### config.mk
export PLATFORM = sky130hd
export DESIGN_NAME = ds1302_xfer_ctrl
export DESIGN_NICKNAME = d
export VERILOG_FILES = /design/src/rtl/ds1302_xfer_ctrl.sv
export SDC_FILE = /design/constraint.sdc
export NUM_CORES = 1
export LEC_CHECK = 0
export ABC_AREA = 0
export CORE_UTILIZATION = 55
export DETAILED_ROUTE_END_ITERATION = 10
export PLACE_DENSITY = 0.86
export SLEW_MARGIN = 20
export SYNTH_ARGS = -nofsm -noshare
export SYNTH_HDL_FRONTEND = slang
export SYNTH_SLANG_ARGS = --single-unit
### constraint.sdc
create_clock -name clk -period 3.35 [get_ports clk]
set_input_delay 0.67 -clock clk [delete_from_list [all_inputs] [get_ports clk]]
set_output_delay 0.67 -clock clk [all_outputs]
set_load 0.05 [all_outputs]
### src/rtl/ds1302_xfer_ctrl.sv
// ds1302_xfer_ctrl: single-byte DS1302 3-wire transfer sequencer.
// Runs CE setup, 8-bit command, 8 data bits (write or read), CE hold and
// CE recovery from a single start strobe. Pin outputs are registered so
// CE/SCLK/IO never glitch; they are computed from the next-state values.
module ds1302_xfer_ctrl #(
  parameter int CLK_DIV  = 50,
  parameter int CE_GUARD = 200
) (
  input  logic       clk,
  input  logic       reset_n,
  input  logic       start,
  input  logic       rd,
  input  logic       ram_sel,
  input  logic [4:0] addr,
  input  logic [7:0] wdata,
  output logic       busy,
  output logic       done,
  output logic [7:0] rdata,
  output logic       coe_ce,
  output logic       coe_sclk,
  output logic       coe_io_out,
  output logic       coe_io_oe,
  input  logic       coe_io_in
);

  // One counter serves both the SCLK half-period and the CE guard intervals.
  localparam int CNT_MAX = (CLK_DIV > CE_GUARD) ? CLK_DIV : CE_GUARD;
  localparam int CW      = (CNT_MAX > 1) ? $clog2(CNT_MAX) : 1;
  localparam logic [CW-1:0] DIV_LAST   = CW'(CLK_DIV - 1);
  localparam logic [CW-1:0] GUARD_LAST = CW'(CE_GUARD - 1);
  localparam logic [CW-1:0] CNT_ONE    = CW'(1);

  typedef enum logic [2:0] {
    S_IDLE,
    S_SETUP,
    S_CMD,
    S_WDATA,
    S_RDATA,
    S_HOLD,
    S_RECOVER
  } state_t;

  state_t        state_q, state_d;
  logic [CW-1:0] cnt_q, cnt_d;
  logic [2:0]    bit_q, bit_d;
  logic          phase_q, phase_d;   // 0 = SCLK low phase, 1 = SCLK high phase
  logic [7:0]    cmd_q, cmd_d;
  logic [7:0]    wdata_q, wdata_d;
  logic [7:0]    rx_q, rx_d;
  logic [7:0]    rdata_q, rdata_d;
  logic          rd_q, rd_d;
  logic          done_q, done_d;
  logic          busy_q, busy_d;
  logic          ce_q, ce_d;
  logic          sclk_q, sclk_d;
  logic          io_out_q, io_out_d;
  logic          io_oe_q, io_oe_d;

  logic guard_end;
  logic phase_end;

  assign guard_end = (cnt_q == GUARD_LAST);
  assign phase_end = (cnt_q == DIV_LAST);

  // Next-state logic: sequencing, bit counting, read sampling, completion.
  always_comb begin
    state_d = state_q;
    cnt_d   = cnt_q;
    bit_d   = bit_q;
    phase_d = phase_q;
    cmd_d   = cmd_q;
    wdata_d = wdata_q;
    rx_d    = rx_q;
    rdata_d = rdata_q;
    rd_d    = rd_q;
    done_d  = 1'b0;

    case (state_q)
      S_IDLE: begin
        if (start) begin
          cmd_d   = {1'b1, ram_sel, addr, rd};
          wdata_d = wdata;
          rd_d    = rd;
          cnt_d   = '0;
          state_d = S_SETUP;
        end
      end

      S_SETUP: begin
        if (guard_end) begin
          cnt_d   = '0;
          phase_d = 1'b0;
          bit_d   = 3'd0;
          state_d = S_CMD;
        end else begin
          cnt_d = cnt_q + CNT_ONE;
        end
      end

      S_CMD, S_WDATA, S_RDATA: begin
        if (phase_end) begin
          cnt_d = '0;
          if (!phase_q) begin
            phase_d = 1'b1;
            // Read bits are captured on the last cycle of the low phase.
            if (state_q == S_RDATA) begin
              rx_d[bit_q] = coe_io_in;
            end
          end else begin
            phase_d = 1'b0;
            bit_d   = bit_q + 3'd1;
            if (bit_q == 3'd7) begin
              if (state_q == S_CMD) begin
                state_d = rd_q ? S_RDATA : S_WDATA;
              end else begin
                state_d = S_HOLD;
              end
            end
          end
        end else begin
          cnt_d = cnt_q + CNT_ONE;
        end
      end

      S_HOLD: begin
        if (guard_end) begin
          cnt_d   = '0;
          state_d = S_RECOVER;
        end else begin
          cnt_d = cnt_q + CNT_ONE;
        end
      end

      S_RECOVER: begin
        if (guard_end) begin
          cnt_d   = '0;
          done_d  = 1'b1;
          state_d = S_IDLE;
          if (rd_q) begin
            rdata_d = rx_q;
          end
        end else begin
          cnt_d = cnt_q + CNT_ONE;
        end
      end

      default: begin
        state_d = S_IDLE;
        cnt_d   = '0;
      end
    endcase
  end

  // Pin and status values for the next cycle, decoded from the next state.
  always_comb begin
    busy_d   = (state_d != S_IDLE);
    ce_d     = 1'b0;
    sclk_d   = 1'b0;
    io_oe_d  = 1'b0;
    io_out_d = 1'b0;
    case (state_d)
      S_SETUP, S_HOLD: begin
        ce_d = 1'b1;
      end
      S_CMD: begin
        ce_d     = 1'b1;
        sclk_d   = phase_d;
        io_oe_d  = 1'b1;
        io_out_d = cmd_d[bit_d];
      end
      S_WDATA: begin
        ce_d     = 1'b1;
        sclk_d   = phase_d;
        io_oe_d  = 1'b1;
        io_out_d = wdata_d[bit_d];
      end
      S_RDATA: begin
        ce_d   = 1'b1;
        sclk_d = phase_d;
      end
      default: begin
        ce_d = 1'b0;
      end
    endcase
  end

  // State and output registers; reset aborts any transfer without a done pulse.
  always_ff @(posedge clk or negedge reset_n) begin
    if (!reset_n) begin
      state_q  <= S_IDLE;
      cnt_q    <= '0;
      bit_q    <= 3'd0;
      phase_q  <= 1'b0;
      cmd_q    <= 8'd0;
      wdata_q  <= 8'd0;
      rx_q     <= 8'd0;
      rdata_q  <= 8'd0;
      rd_q     <= 1'b0;
      done_q   <= 1'b0;
      busy_q   <= 1'b0;
      ce_q     <= 1'b0;
      sclk_q   <= 1'b0;
      io_out_q <= 1'b0;
      io_oe_q  <= 1'b0;
    end else begin
      state_q  <= state_d;
      cnt_q    <= cnt_d;
      bit_q    <= bit_d;
      phase_q  <= phase_d;
      cmd_q    <= cmd_d;
      wdata_q  <= wdata_d;
      rx_q     <= rx_d;
      rdata_q  <= rdata_d;
      rd_q     <= rd_d;
      done_q   <= done_d;
      busy_q   <= busy_d;
      ce_q     <= ce_d;
      sclk_q   <= sclk_d;
      io_out_q <= io_out_d;
      io_oe_q  <= io_oe_d;
    end
  end

  assign busy       = busy_q;
  assign done       = done_q;
  assign rdata      = rdata_q;
  assign coe_ce     = ce_q;
  assign coe_sclk   = sclk_q;
  assign coe_io_out = io_out_q;
  assign coe_io_oe  = io_oe_q;

endmodule

==> metrics <==
Slew HR 0.5531; r2r startpoint cnt_q[1]; Final Core Density 0.6784; sequential share of power 0.456; commonest cells after routing, fill and taps aside dfrtp_1, mux2_2, clkdlybuf4s50_1; Worst R2R Path Depth 10; vias per cell around 5.6; clk slew on worst S/H paths approximately 0.10 ns; CTS Buffer Depth 2; vias in the first global route about 1900; static leakage between 1 and 1.5 nW; Worst path top cell family by delay compound AO/OA/AOI/OAI gates; Max Freq 0.3353 GHz; overall die width approximately 72 µm; Slew @ Worst Pin about 0.67 ns; fin crit share 0.8904; # nets final roughly 300; Initial Util 0.5747; status complete, no violations; DR pass1 iterations 4; Yosys reg bits 54; Buf/Inv on CP 1; root buffer cell clkbuf_8; # DRC 0; unrepaired setup endpoints after global routing false; sequential cell area fraction in the yosys report 0.4945; RD Place Congestion around 0.88; syn_nets around 270; crit path time final 2.983 ns; Yosys cell types between 40 and 50; Placement Setup Slack about 0.33 ns; kind of critical path reg -> reg; count of pins over their slew limit 0; routed length per placed instance 14.75 µm; DPL Wire Length 3755 µm; Remaining Overflow, GRT 0; FF-to-FF End coe_io_out; FP Rows 25; TNS Setup 0 ns; reg2reg setup slack 0.37 ns; pwr/cell area 648.0 nW/µm²; CP max stage delay ~0.40 ns; Max Cap Viol 0; CTS tree yes; Yosys warnings 0; clock insertion delay at the later pin of the skew report ~0.30 ns; Sw Ratio 0.3510; Net Sw Power about 0.73 mW; layout cells sized above 1 0.2085; Num CTS Buffers 5; first-pass GRT wire length between 8000 and 9000 µm; CTS-repair resized insts 0; Post-synth ARST share 1.000; Routed Antenna Nets 0; Max VDD drop slightly above 0.4 mV; CP Data Arrival Time 3.18 ns; top-level I/O count 33; kind of start point of the critical path register; core area between 4000 and 5000 µm²; Area Overhead vs Synth 18.04%; die height between 70 and 80 µm; CP Cell Sequence inv_1 > ha_1 > nor4b_1 > and3_1 > mux2_4 > a22oi_4 > mux2_2 > a221oi_1 > a211o_1 > a21boi_2; Clock Sinks between 50 and 60; Post-CTS Setup Inserts 0; Comb power frac 0.354; largest net degree at the start of global routing 30; n_diodes 0; Worst Setup End Kind register; initial antenna violation count 0; Post-synth EDFFs 0; Req. time, crit path between 3 and 4 ns; Fin. Hold Viols 0; Mapped Cells 248; Final Worst Setup Slack between 0.3 and 0.4 ns; worst clock skew just under 0.009 ns; Post-Syn Area ~2700 µm²; Critical-path top delay cell dfrtp_1; Top FF cell, synth dfrtp_1; worst min-delay path class in -> async; port buffer count 32; Clock Power Share 0.190; Syn Area/Cell 11.02 µm²; cts hold-fix bufs 0; internal power 1.357 mW; drt first-iter violations approximately 110; most common cell after layout, fill and taps aside dfrtp_1; Routed WL 5161 µm; GRT Overall Usage 0.2126; CP max FO 10; H-tree depth 2; routed via count just under 2000; DIE AREA between 5000 and 6000 µm²; final number of setup-violating endpoints 0
[cells in the mapped netlist, types with 3 or more instances]
| cell | number | share of area |
|---|---|---|
| dfrtp_1 | 54 | 0.49 |
| mux2_2 | 32 | 0.13 |
| o21ai_0 | 22 | 0.040 |
| nand2_1 | 18 | 0.025 |
| a21oi_1 | 9 | 0.016 |
| inv_1 | 9 | 0.012 |
| clkbuf_1 | 7 | 0.0096 |
| mux2i_1 | 7 | 0.026 |
| nor2_1 | 7 | 0.0096 |
| nand3_1 | 6 | 0.011 |
| nor2b_1 | 6 | 0.014 |
| and3_1 | 5 | 0.011 |
| ha_1 | 5 | 0.023 |
| nand2b_1 | 5 | 0.011 |
| or2_2 | 5 | 0.011 |
| nor3_1 | 4 | 0.0073 |
| nor3b_1 | 4 | 0.011 |
| o31ai_1 | 4 | 0.011 |
| or3_1 | 4 | 0.0092 |
| buf_2 | 3 | 0.0055 |
[worst register-to-register path, stage by stage, from the launching register on]
cell	delay [ns]
dfrtp_1	0.40
inv_1	0.08
ha_1	0.13
nor4b_1	0.35
and3_1	0.34
mux2_4	0.34
a22oi_4	0.37
mux2_2	0.38
a221oi_1	0.28
a211o_1	0.16
a21boi_2	0.05
[layer usage]
layer  track usage  wire (µm)
met4       0.06972         66
met2        0.3489       2543
met5             0          0
met1        0.2851       2410
met3       0.04028        140
[state kept, by name (all words and copies together), names as in the netlist, 3 cells and up]
signal	flops
cmd_q	8
cnt_q	8
rdata	8
rx_q	8
wdata_q	8
bit_q	3
state_q	3
[stage by stage]
step / std cells / hold slack, ns / total power [mW] / cell area (µm²)
after floorplan: 248 / 0.3744 / 1.467 / 2733
after global placement: 342 / 0.4357 / 1.659 / 3120
after detailed placement: 342 / 0.4458 / 1.694 / 3120
after CTS: 350 / 0.3952 / 2.102 / 3226
after global routing: 350 / 0.4223 / 2.224 / 3226
final: 350 / 0.3633 / 2.090 / 3226
[power by group through the flow]
stage	Combinational [mW]	Clock [mW]	Sequential, mW
after global routing	0.820	0.428	0.976
after global placement	0.708	0	0.952
final	0.740	0.398	0.952
after floorplan	0.497	0	0.970
after detailed placement	0.736	0	0.958
after CTS	0.743	0.410	0.950
[cell type report]
class | count | area [µm²]
clock inverter | 1 | 8.758
timing repair buffer | 39 | 367.9
inverter | 10 | 37.54
multi-input combinational | 172 | 1280
sequential | 54 | 1351
fill | 374 | 1529
tap | 67 | 83.83
clock buffer | 7 | 96.34
[cell families (layout without fill, tap and decap cells)]
logic type | Yosys count | in the layout | synth area share
adder cells (fa/ha/maj) | 5 | 5 | 0.02289
multiplexers | 40 | 40 | 0.1630
flip-flops | 54 | 54 | 0.4945
AO/OA/AOI/OAI | 49 | 49 | 0.1145
AND/OR/NAND/NOR | 78 | 78 | 0.1680
buffers and inverters | 22 | 57 | 0.03709
[how the worst max path moves through the flow]
stage	start	endpoint	slack, ns	cells after the start
after global routing	cnt_q[1]	coe_io_out	0.15	10
final	cnt_q[1]	coe_io_out	0.37	10
after CTS	cnt_q[1]	coe_io_out	0.37	10
after detailed placement	start	coe_io_out	0.33	7
after global placement	start	coe_io_out	0.40	7
after floorplan	cnt_q[1]	coe_io_out	0.62	11
Power figures use the tool's default switching activity.
